$ cat config.mk
export PLATFORM = sky130hd
export DESIGN_NAME = dmem_bridge
export DESIGN_NICKNAME = d
export VERILOG_FILES = /design/src/rtl/dmem_pkg.sv /design/src/rtl/dmem_wbuf.sv /design/src/rtl/dmem_bridge.sv
export SDC_FILE = /design/constraint.sdc
export NUM_CORES = 1
export LEC_CHECK = 0
export ABC_AREA = 0
export BUFFER_PORTS_ARGS = -buffer_cell sky130_fd_sc_hd__buf_2
export CORE_MARGIN = 10
export CORE_UTILIZATION = 51
export DETAILED_ROUTE_END_ITERATION = 10
export GPL_TIMING_DRIVEN = 0
export PLACE_DENSITY = 0.88
export SETUP_SLACK_MARGIN = 0.2
export SYNTH_ARGS = -nofsm -noshare
export SYNTH_HDL_FRONTEND = slang
export SYNTH_SLANG_ARGS = --single-unit
$ cat constraint.sdc
create_clock -name clk -period 6 [get_ports clk]
set_clock_uncertainty 0.1 [all_clocks]
set_input_delay 1.2 -clock clk [delete_from_list [all_inputs] [get_ports clk]]
set_output_delay 1.2 -clock clk [all_outputs]
set_load 0.005 [all_outputs]
$ cat src/rtl/dmem_pkg.sv
// Shared types and constants for the M-stage data-port bridge (dmem_bridge).
package dmem_pkg;
  typedef enum logic [1:0] {
    IDLE = 2'd0,
    REQ  = 2'd1,
    RESP = 2'd2,
    DONE = 2'd3
  } dmemStateT;

  localparam int          WORD_ADDR_W  = 30;
  localparam logic [31:0] TIMEOUT_DATA = 32'h0;
endpackage

$ cat src/rtl/dmem_wbuf.sv
// One-entry posted write buffer for dmem_bridge; compiled only when DMEM_WBUF_EN is defined.
`ifdef DMEM_WBUF_EN
module dmem_wbuf
  import dmem_pkg::*;
(
  input  logic                   clk,
  input  logic                   rst,
  input  logic                   fill,
  input  logic [WORD_ADDR_W-1:0] fillAddr,
  input  logic [31:0]            fillData,
  input  logic                   drainDone,
  input  logic [WORD_ADDR_W-1:0] lookupAddr,
  output logic                   bufValid,
  output logic [WORD_ADDR_W-1:0] bufAddr,
  output logic [31:0]            bufData,
  output logic                   hit
);
  // Fill only happens with the buffer empty, drain only with it full, so they never collide.
  always_ff @(posedge clk or posedge rst) begin
    if (rst) begin
      bufValid <= 1'b0;
      bufAddr  <= '0;
      bufData  <= '0;
    end else if (fill) begin
      bufValid <= 1'b1;
      bufAddr  <= fillAddr;
      bufData  <= fillData;
    end else if (drainDone) begin
      bufValid <= 1'b0;
    end
  end

  assign hit = bufValid && (bufAddr == lookupAddr);
endmodule
`endif

$ cat src/rtl/dmem_bridge.sv
// dmem_bridge: turns M-stage load/store strobes into a req/ready + rvalid bus transaction,
// freezing the pipeline meanwhile; response timeout sets sticky bus_err. DMEM_WBUF_EN adds a posted write buffer.
module dmem_bridge
  import dmem_pkg::*;
#(
  parameter int MAX_WAIT = 255
) (
  input  logic                   clk,
  input  logic                   rst,
  input  logic                   MemReadM,
  input  logic                   MemWriteM,
  input  logic [31:0]            ALUResultM,
  input  logic [31:0]            WriteDataM,
  output logic [31:0]            ReadDataM,
  output logic                   MemStallM,
  output logic                   mem_req,
  output logic                   mem_we,
  output logic [WORD_ADDR_W-1:0] mem_addr,
  output logic [31:0]            mem_wdata,
  input  logic                   mem_ready,
  input  logic                   mem_rvalid,
  input  logic [31:0]            mem_rdata,
  output logic                   bus_err,
  output dmemStateT              dbgState
);
  // Handshake: a request transfers on a rising edge where mem_req && mem_ready; the read
  // response transfers on an edge where mem_rvalid is high while in RESP. Both are ignored elsewhere.
  localparam logic [15:0] LAST_WAIT = 16'(MAX_WAIT - 1);

  dmemStateT              state, nextState;
  logic [15:0]            waitCnt;
  logic                   reqQ, weQ, errQ;
  logic [WORD_ADDR_W-1:0] addrQ;
  logic [31:0]            wdataQ, rdataQ;
  logic                   issue, timeout, timeUp, busyHold, doneHold;
  logic                   latchWe;
  logic [WORD_ADDR_W-1:0] latchAddr, coreAddr;
  logic [31:0]            latchData;
  logic                   unusedByteSel;

  assign coreAddr      = ALUResultM[31:2];
  assign unusedByteSel = ^ALUResultM[1:0];
  assign timeUp        = (waitCnt >= LAST_WAIT);

`ifdef DMEM_WBUF_EN
  logic                   drainQ, drainStart, fill, drainDone, bufValid, bufHit, coreWait;
  logic [WORD_ADDR_W-1:0] bufAddr;
  logic [31:0]            bufData;

  dmem_wbuf uWbuf (
    .clk(clk), .rst(rst), .fill(fill), .fillAddr(coreAddr), .fillData(WriteDataM),
    .drainDone(drainDone), .lookupAddr(coreAddr), .bufValid(bufValid),
    .bufAddr(bufAddr), .bufData(bufData), .hit(bufHit)
  );

  assign drainDone = (state == DONE) && drainQ;
  // During a background drain only a load that hits the buffer may proceed.
  assign coreWait  = MemWriteM || (MemReadM && !bufHit);
  assign busyHold  = drainQ ? coreWait : 1'b1;
  assign doneHold  = drainQ && coreWait;
  assign ReadDataM = (MemReadM && !MemWriteM && bufHit) ? bufData : rdataQ;
`else
  assign busyHold  = 1'b1;
  assign doneHold  = 1'b0;
  assign ReadDataM = rdataQ;
`endif

  always_comb begin
    nextState = state;
    issue     = 1'b0;
    timeout   = 1'b0;
    MemStallM = 1'b0;
    latchWe   = MemWriteM;
    latchAddr = coreAddr;
    latchData = WriteDataM;
`ifdef DMEM_WBUF_EN
    drainStart = 1'b0;
    fill       = 1'b0;
`endif
    case (state)
      IDLE: begin
`ifdef DMEM_WBUF_EN
        if (bufValid) begin
          drainStart = 1'b1;
          issue      = 1'b1;
          latchWe    = 1'b1;
          latchAddr  = bufAddr;
          latchData  = bufData;
          nextState  = REQ;
          MemStallM  = coreWait;
        end else if (MemWriteM) begin
          fill = 1'b1;
        end else if (MemReadM) begin
          issue     = 1'b1;
          nextState = REQ;
          MemStallM = 1'b1;
        end
`else
        if (MemReadM || MemWriteM) begin
          issue     = 1'b1;
          nextState = REQ;
          MemStallM = 1'b1;
        end
`endif
      end
      REQ: begin
        MemStallM = busyHold;
        if (mem_ready) begin
          nextState = weQ ? DONE : RESP;
        end else if (timeUp) begin
          timeout   = 1'b1;
          nextState = DONE;
        end
      end
      RESP: begin
        MemStallM = busyHold;
        if (mem_rvalid) begin
          nextState = DONE;
        end else if (timeUp) begin
          timeout   = 1'b1;
          nextState = DONE;
        end
      end
      DONE: begin
        MemStallM = doneHold;
        nextState = IDLE;
      end
      default: nextState = IDLE;
    endcase
  end

  always_ff @(posedge clk or posedge rst) begin
    if (rst) begin
      state   <= IDLE;
      waitCnt <= '0;
      reqQ    <= 1'b0;
      weQ     <= 1'b0;
      addrQ   <= '0;
      wdataQ  <= '0;
      rdataQ  <= '0;
      errQ    <= 1'b0;
`ifdef DMEM_WBUF_EN
      drainQ  <= 1'b0;
`endif
    end else begin
      state <= nextState;
      reqQ  <= (nextState == REQ);
      if (issue) begin
        weQ     <= latchWe;
        addrQ   <= latchAddr;
        wdataQ  <= latchData;
        waitCnt <= '0;
      end else if (state == REQ || state == RESP) begin
        waitCnt <= waitCnt + 16'd1;
      end
      if (state == RESP && mem_rvalid) rdataQ <= mem_rdata;
      if (timeout) begin
        rdataQ <= TIMEOUT_DATA;
        errQ   <= 1'b1;
      end
`ifdef DMEM_WBUF_EN
      if (issue) drainQ <= drainStart;
`endif
    end
  end

  assign mem_req   = reqQ;
  assign mem_we    = weQ;
  assign mem_addr  = addrQ;
  assign mem_wdata = wdataQ;
  assign bus_err   = errQ;
  assign dbgState  = state;
endmodule

==> run metrics, run 1 <==
Worst Hold Depth 2; Filler cells 695; total nets after synthesis 637; Cells after Synth 529; CTS root buffer clkbuf_8; FMAX 0.301 GHz; crit path capture type output pin; height of the die 117 µm; worst min path class flop to flop; Worst Max-Slew Pin Slew 646 ps; clock latency on the worst-skew pair 500 ps; R2R Path End waitCnt[11]; post-synthesis sequential area ratio 60.5%; io pins 202; Final TNS setup 0 ps; remaining antenna violation count 0; reg2reg start dbgState[1]; slowest CP cell dfrtp_1; largest net degree at the start of global routing 74; Inserted Diodes 0; leading area contributor after synthesis dfrtp_1; final net count 856; worst hold margin 367 ps; Post-synth top flop dfrtp_1; synth warn 0; clk buf depth 2; first-pass GRT wire length 23.5 mm; initial antenna violation count 0; Rel. slew slack 57.0%; fin crit period 3330 ps; Setup CP Type flop to output pin; worst vdd ir 322 µV; Commonest cells post-synth nand2_1, dfrtp_1, a21oi_1; Setup crit start kind flop; clock-pin slew on the worst setup and hold paths 60 ps; top-count cell post-synth nand2_1; syn avg cell area 8.99 µm²; crit-path cells inv_1, ha_1, clkbuf_1, nor2_1, a21oi_1, buf_2; vias in the first global route 4768; Synth Cell Area 0.00476 mm²; # hold bufs at CTS 0; multi-input logic area 0.00172 mm²; Yosys top cell area share 60.5%; grt ovf 0; Final Setup Violations 0; Util after Layout 71.2%; Placer Congestion 0.834; R2R setup slack 3550 ps; post-synth cell types 33; Initial DRC Count 402; CP required 4700 ps; flops & latches, synth 115; core box area 0.00915 mm²; gr usage total 21.9%; per-cell routed wire length 16.8 µm; status complete, no violations; Avg Vias per Cell 5.13; die width 117 µm; DP Worst Slack 2910 ps; EDFF count, synth 0; CP Buf/Inv Count 3; pwr dens 535 mW/mm²; final wirelength 14.6 mm; Crit. path cell count 6; CP max FO 8; Initial Util 52.0%; ys async rst share 100%; Worst path max stage delay 440 ps; # H-tree levels 4; CTS tree yes; RSZ-0062 raised after global routing false; synthesis-to-finish area growth 37.0%; FP Rows 35; Max Cap Viol 0; synth top area cells dfrtp_1, nand2_1, a21oi_1; final max-slew violation count 0; Leak Pwr 3.58 nW; vias 4471; DRC violations left 0; CTS-repair resized insts 0; Hold Startpoint mem_addr[18]; Post-DP Area 0.00592 mm²; Hold Violations, Final 0; Inserted Clock Buffers 17; layout cells sized above 1 31.8%; Reg2Reg Depth 7; total die area 0.0136 mm²; Worst path top cell family by delay buffers and inverters; Hold Path End mem_addr[18]; DR pass1 iterations 6; fin crit share 55.4%; fin area 0.00652 mm²; clock sinks 115; Post-CTS Setup Bufs 0; Port Buf Inserts 199; Data arrival, critical path 2030 ps; worst setup margin 2670 ps; Final HPWL DP 11.0 mm; Seq. cell area 0.00288 mm²
report_power, final:
part / internal [W] / leakage (nW) / switching [W]
sequential: 0.00110 / 1.45 / 0.000185
combinational: 0.000488 / 1.84 / 0.000702
clock: 0.000636 / 0.285 / 0.000378
how the worst max path moves through the flow:
stage	start	to	slack (ps)
after floorplan	rst	ReadDataM[0]	1660
after global placement	rst	mem_addr[22]	620
after detailed placement	MemWriteM	MemStallM	2910
after CTS	dbgState[1]	MemStallM	2660
after global routing	dbgState[1]	MemStallM	2520
final	dbgState[1]	MemStallM	2670
flip-flops by register name, summed over array words and instances (netlist names):
signal / cells
mem_req: 1
bus_err: 1
mem_we: 1
dbgState: 2
ReadDataM: 32
mem_wdata: 32
mem_addr: 30
waitCnt: 16
per-stage QoR:
step	instances	power, W
global route	871	0.00375
floorplan	529	0.00190
CTS	871	0.00352
global placement	839	0.00241
detailed placement	840	0.00249
finish	871	0.00349
routing by layer:
layer | part of all wire, % | global-route usage, %
met1 | 38 | 24.1
met2 | 48 | 36.8
met3 | 13 | 10.2
met4 | 1.1 | 6.75
met5 | 0 | 0
cell type report:
class | count | share of cell area [%]
Timing Repair Buffer | 200 | 15.7
Clock buffer | 17 | 6.35
Clock inverter | 14 | 2.76
Buffer | 30 | 1.92
Sequential cell | 115 | 44.2
Multi-Input combinational cell | 375 | 26.4
Inverter | 9 | 0.557
Tap cell | 111 | 2.13
logic make-up (layout without fill, tap and decap cells):
logic type      count (synthesis)  after routing  share of synthesized area (%)
compound gates                 51             51                           6.28
mux                             1              1                          0.210
fa+ha+maj                       6              6                           1.58
simple gates                  306            306                           26.1
buf+inv                        39            270                           3.34
xor+xnor                       11             11                           2.02
flops                         115            115                           60.5
cells in the final DEF, fill, tap and decap left out, drive strengths merged, types with 2 or more instances in the layout:
cell type	Yosys	final
a21oi	38	38
a31o	2	2
and3	2	2
buf	7	207
bufinv	0	3
clkbuf	23	40
clkinv	0	6
clkinvlp	0	2
dfrtp	115	115
ha	6	6
inv	9	12
nand2	260	260
nand3	3	3
nand4	5	5
nor2	18	18
nor3	5	5
nor4	6	6
o211ai	2	2
o21ai	4	4
or3	3	3
xnor2	8	8
xor2	3	3
tightest hold or removal path, delay by kind of cell, from the launching register on:
kind | cells | cell delay [ps]
flops | 1 | 340
simple gates | 2 | 100
(Power assumes the default switching activity.)
==> run 2: changes to the inputs <==
Settings changed: CORE_UTILIZATION 51 to 48, PLACE_DENSITY 0.88 to 0.83.
Clock period 6 ns to 3.25 ns, I/O delays scaled along.
==> run 2 against run 1 <==
Via count shrank 3.9%. Cell count grew 2.8%. Die area grew 5.2%. Critical path depth is the same. Sequential cell count is the same. Setup slack lost 2200 ps. Non-clock buffer count grew 1. Highest routed layer unchanged.
==> run metrics, run 2 (same netlist as run 1, synthesis figures left out) <==
initial antenna violation count 0 (unchanged); Post-CTS Setup Bufs 0 (unchanged); Filler cells 790 (+14%); final wirelength 13.7 mm (-6.4%); Rel. slew slack 43.1% (-14 points); DRC violations left 0 (unchanged); grt ovf 0 (unchanged); remaining antenna violation count 0 (unchanged); Worst Max-Slew Pin Slew 852 ps (+206 ps); R2R setup slack 850 ps (-2700 ps); # H-tree levels 4 (unchanged); worst vdd ir 505 µV (+57%); Initial Util 48.9% (-3.1 points); final net count 857 (+0.12%); Setup CP Type flop to output pin; CTS tree yes; Inserted Clock Buffers 17 (unchanged); # hold bufs at CTS 0 (unchanged); worst min path class input pin to async pin; fin crit period 2760 ps; clock sinks 115 (unchanged); commonest non-fill, non-tap cells in the layout nand2_1, buf_2, dfrtp_1; CTS root buffer clkbuf_8; total die area 0.0143 mm² (+5.2%); Placer Congestion 0.822 (-1.4%); clk buf depth 2 (unchanged); per-cell routed wire length 15.3 µm (-8.9%); final max-slew violation count 0 (unchanged); vias in the first global route 4655 (-2.4%); Final HPWL DP 10.6 mm (-3.5%); pwr dens 975 mW/mm² (+82%); CP required 2500 ps (-2200 ps); Final Setup Violations 0 (unchanged); Max Cap Viol 0 (unchanged); gr usage total 19.3% (-2.5 points); height of the die 120 µm (+2.6%); RSZ-0062 raised after global routing false; CTS-repair resized insts 0 (unchanged); FP Rows 36 (+2.9%); crit path capture type output pin; most common cell after layout, fill and taps aside nand2_1; Hold Violations, Final 0 (unchanged); FMAX 0.362 GHz; Data arrival, critical path 2010 ps (-20 ps); DR pass1 iterations 4 (-2); core box area 0.00973 mm² (+6.3%); vias 4297 (-3.9%); status complete, no violations; fin crit share 85.0%; Final TNS setup 0 ps (unchanged); clock-pin slew on the worst setup and hold paths 60 ps (about the same); Leak Pwr 3.59 nW (+0.26%); Inserted Diodes 0 (unchanged); layout cells sized above 1 31.5% (-0.35 points); Setup crit start kind flop; Post-DP Area 0.00596 mm² (+0.70%); largest net degree at the start of global routing 43 (-42%); Port Buf Inserts 199 (unchanged); first-pass GRT wire length 22.6 mm (-3.4%); clock latency on the worst-skew pair 500 ps (about the same); synthesis-to-finish area growth 37.9%; fin area 0.00656 mm² (+0.71%); die width 120 µm (+2.6%); CP max FO 8 (unchanged); Initial DRC Count 226 (-44%); io pins 202 (unchanged); Avg Vias per Cell 4.80 (-6.5%)
run 2: changes by cell type in the layout (fill, tap and decap cells not counted), sizes merged:
| cell | before | now |
|---|---|---|
| clkbuf | 40 | 45 |
| inv | 12 | 8 |
| clkinv | 6 | 5 |
| buf | 207 | 208 |
| bufinv | 3 | 4 |
run 2: metrics by stage:
step	instances	total power (W)	setup slack, ps	util, %	hold WS, ps
global placement	861	0.00445	438	60.9	345
detailed placement	863	0.00457	751	61.3	353
floorplan	529	0.00350	1100	-	358
CTS	895	0.00648	464	67.5	210
finish	895	0.00640	488	67.5	215
global route	895	0.00691	269	67.5	208
run 2: area by class of cell:
| class | count | area [µm²] | area share (%) |
|---|---|---|---|
| Buffer | 30 | 125 | 1.91 |
| Multi-Input combinational cell | 375 | 1720 | 26.2 |
| Tap cell | 133 | 166 | 2.54 |
| Clock buffer | 22 | 443 | 6.75 |
| Sequential cell | 115 | 2880 | 43.8 |
| Clock inverter | 10 | 156 | 2.38 |
| Timing Repair Buffer | 201 | 1040 | 15.8 |
| Inverter | 9 | 37.5 | 0.572 |
run 2: power by group:
part | switching [W] | internal (W)
combinational | 0.00125 | 0.000900
sequential | 0.000334 | 0.00203
clock | 0.000618 | 0.00126
run 2: final timing paths:
path / start / to / cells past startpoint
setup / recovery: dbgState[0] / MemStallM / 6
hold / removal: rst / ReadDataM[15] / 2
setup reg to reg: dbgState[0] / waitCnt[15] / 7
hold reg to reg: mem_addr[27] / mem_addr[27] / 2
max in group asynchronous: rst / mem_wdata[9] / 3
min in group clk: WriteDataM[27] / mem_wdata[27] / 3
run 2: worst max-delay path: stages (launching register included):
cell	delay [ps]
dfrtp_1	410
inv_1	110
ha_1	280
clkbuf_1	310
nor2_1	70
a21oi_1	180
buf_2	150
run 2: routing by layer:
layer,up-vias,GRT usage (%),share of wire (%)
met5,-,0,0
met4,0,6.86,1.2
met3,13,9.89,11
met2,170,31.7,48
met1,1996,21.2,40
li1,2118,-,-
==> run 3: changes to the inputs <==
Settings changed: CORE_UTILIZATION 48 to 43, PLACE_DENSITY 0.83 to 0.79.
Clock period 3.25 ns to 2.25 ns, I/O delays scaled along.
==> run 3 against run 2 <==
Via count rose by 1.5%. Routed wire length fell by 1.4%. Sequential cell count did not move. Register-to-register slack got worse by 610 ps. Critical endpoint unchanged.
==> run metrics, run 3 (same netlist as run 1, synthesis figures left out) <==
final non-filler cell total 909 (+1.6%); grt ovf 0 (unchanged); Leak Pwr 3.65 nW (+1.8%); CTS root buffer clkbuf_8; FP Rows 38 (+5.6%); DRC violations left 0 (unchanged); CP required 1700 ps (-800 ps); Setup crit start kind flop; crit path capture type output pin; Inserted Clock Buffers 17 (unchanged); CTS tree yes; remaining antenna violation count 0 (unchanged); reg2reg start dbgState[0]; clock sinks 115 (unchanged); Max Cap Viol 0 (unchanged); total die area 0.0157 mm² (+9.6%); metal2 WL 6.40 mm (-2.1%); Final HPWL DP 10.5 mm (-1.2%); DR top layer met4; Setup CP Type flop to output pin; Port Buf Inserts 199 (unchanged); # H-tree levels 4 (unchanged); wire length on met1 5.71 mm (+4.1%); first-pass GRT wire length 22.3 mm (-1.4%); Post-DP Area 0.00597 mm² (+0.15%); routed wl met3 1.26 mm (-17%); clock latency on the worst-skew pair 500 ps (about the same); Initial DRC Count 221 (-2.2%); Avg Vias per Cell 4.80 (about the same); multi-input logic area 0.00180 mm² (+4.3%); Initial Util 43.9% (-5.0 points); Worst Setup SP dbgState[1]; Data arrival, critical path 1590 ps (-420 ps); DR pass1 iterations 4 (unchanged); vias in the first global route 4516 (-3.0%); Hold Violations, Final 0 (unchanged); worst min path class input pin to async pin; fin crit period 2140 ps; vias 4363 (+1.5%); initial antenna violation count 0 (unchanged); Placed Instances 870 (+0.81%); FMAX 0.467 GHz; largest net degree at the start of global routing 45 (+4.7%); clk buf depth 2 (unchanged); die width 125 µm (+4.7%); Filler cells 916 (+16%); RSZ-0062 raised after global routing true; worst hold margin 12.8 ps (-202 ps); Seq. cell area 0.00288 mm² (about the same); Worst Max-Slew Pin Slew 860 ps (+8.07 ps); synthesis-to-finish area growth 41.1%; gr usage total 17.2% (-2.1 points); clock-pin slew on the worst setup and hold paths 60 ps (about the same); pwr dens 1390 mW/mm² (+43%); Final Setup Violations 0 (unchanged); per-cell routed wire length 14.9 µm (-2.9%); layout cells sized above 1 35.2% (+3.7 points); core box area 0.0108 mm² (+11%); DP Worst Slack -122 ps (-872 ps); final max-slew violation count 0 (unchanged); io pins 202 (unchanged); fin crit share 95.1%; fin area 0.00671 mm² (+2.3%); Rel. slew slack 42.6% (-0.54 points); worst vdd ir 627 µV (+24%); worst setup margin 111 ps (-378 ps); commonest non-fill, non-tap cells in the layout nand2_1, buf_2, dfrtp_1; status complete, no violations; Placer Congestion 0.883 (+7.4%); Tot Pwr 0.00934 W (+46%); Inserted Diodes 0 (unchanged); CP max FO 3 (-5); final wirelength 13.5 mm (-1.4%); height of the die 125 µm (+4.7%); most common cell after layout, fill and taps aside nand2_1; final net count 864 (+0.82%)
run 3: cell count changes in the layout (fill, tap and decap cells not counted), sizes merged:
| cell | delta |
|---|---|
| clkinvlp | +2 |
| buf | +5 |
| clkinv | +1 |
| dlygate4sd3 | +2 |
| clkbuf | -4 |
| inv | +3 |
| bufinv | -2 |
run 3: cell type report:
| type | instances | share of cell area (%) |
|---|---|---|
| multi-input combinational | 375 | 26.7 |
| buffer | 30 | 2.25 |
| timing repair buffer | 208 | 16.3 |
| clock inverter | 14 | 2.29 |
| inverter | 9 | 0.559 |
| clock buffer | 18 | 6.37 |
| tap | 140 | 2.61 |
| sequential | 115 | 42.9 |
run 3: layer usage:
metal  GRT usage, %  vias up
li1               -     2136
met1           19.3     2028
met2           28.3      184
met3           7.77       15
met4           6.30        0
met5              0        -
run 3: worst paths after layout:
check	depth (start not counted)	to	slack [ps]
max in group asynchronous	4	waitCnt[10]	1110
min	2	ReadDataM[5]	10
min in group clk	3	mem_wdata[7]	40
min reg2reg	2	mem_addr[11]	370
max reg2reg	8	dbgState[0]	240
max	6	MemStallM	110
run 3: worst max-delay path, cell delays in order (launching register included):
cell	delay (ps)
dfrtp_1	370
inv_2	70
ha_4	270
buf_8	90
nor2_4	30
a21oi_2	120
buf_2	130
run 3: power breakdown:
part           switching [W]  leakage, nW  total, W  internal [W]
logic                0.00191         1.92   0.00338       0.00147
registers           0.000447         1.45   0.00338       0.00294
clock network       0.000964        0.278   0.00258       0.00161
run 3: what timing repair did:
action,4_1_cts,5_1_grt
resized for setup,18,15
endpoints found under the setup margin,109,80
endpoints found under the hold margin,2,0
pin swaps,3,3
buffers inserted,5,0
hold buffers,2,0
run 3: per-stage QoR:
step,util [%],TNS [ps]
after floorplan,-,0
after global placement,54.7,-41550
after detailed placement,55.1,-262
after CTS,61.6,0
after global routing,61.9,0
final,61.9,0
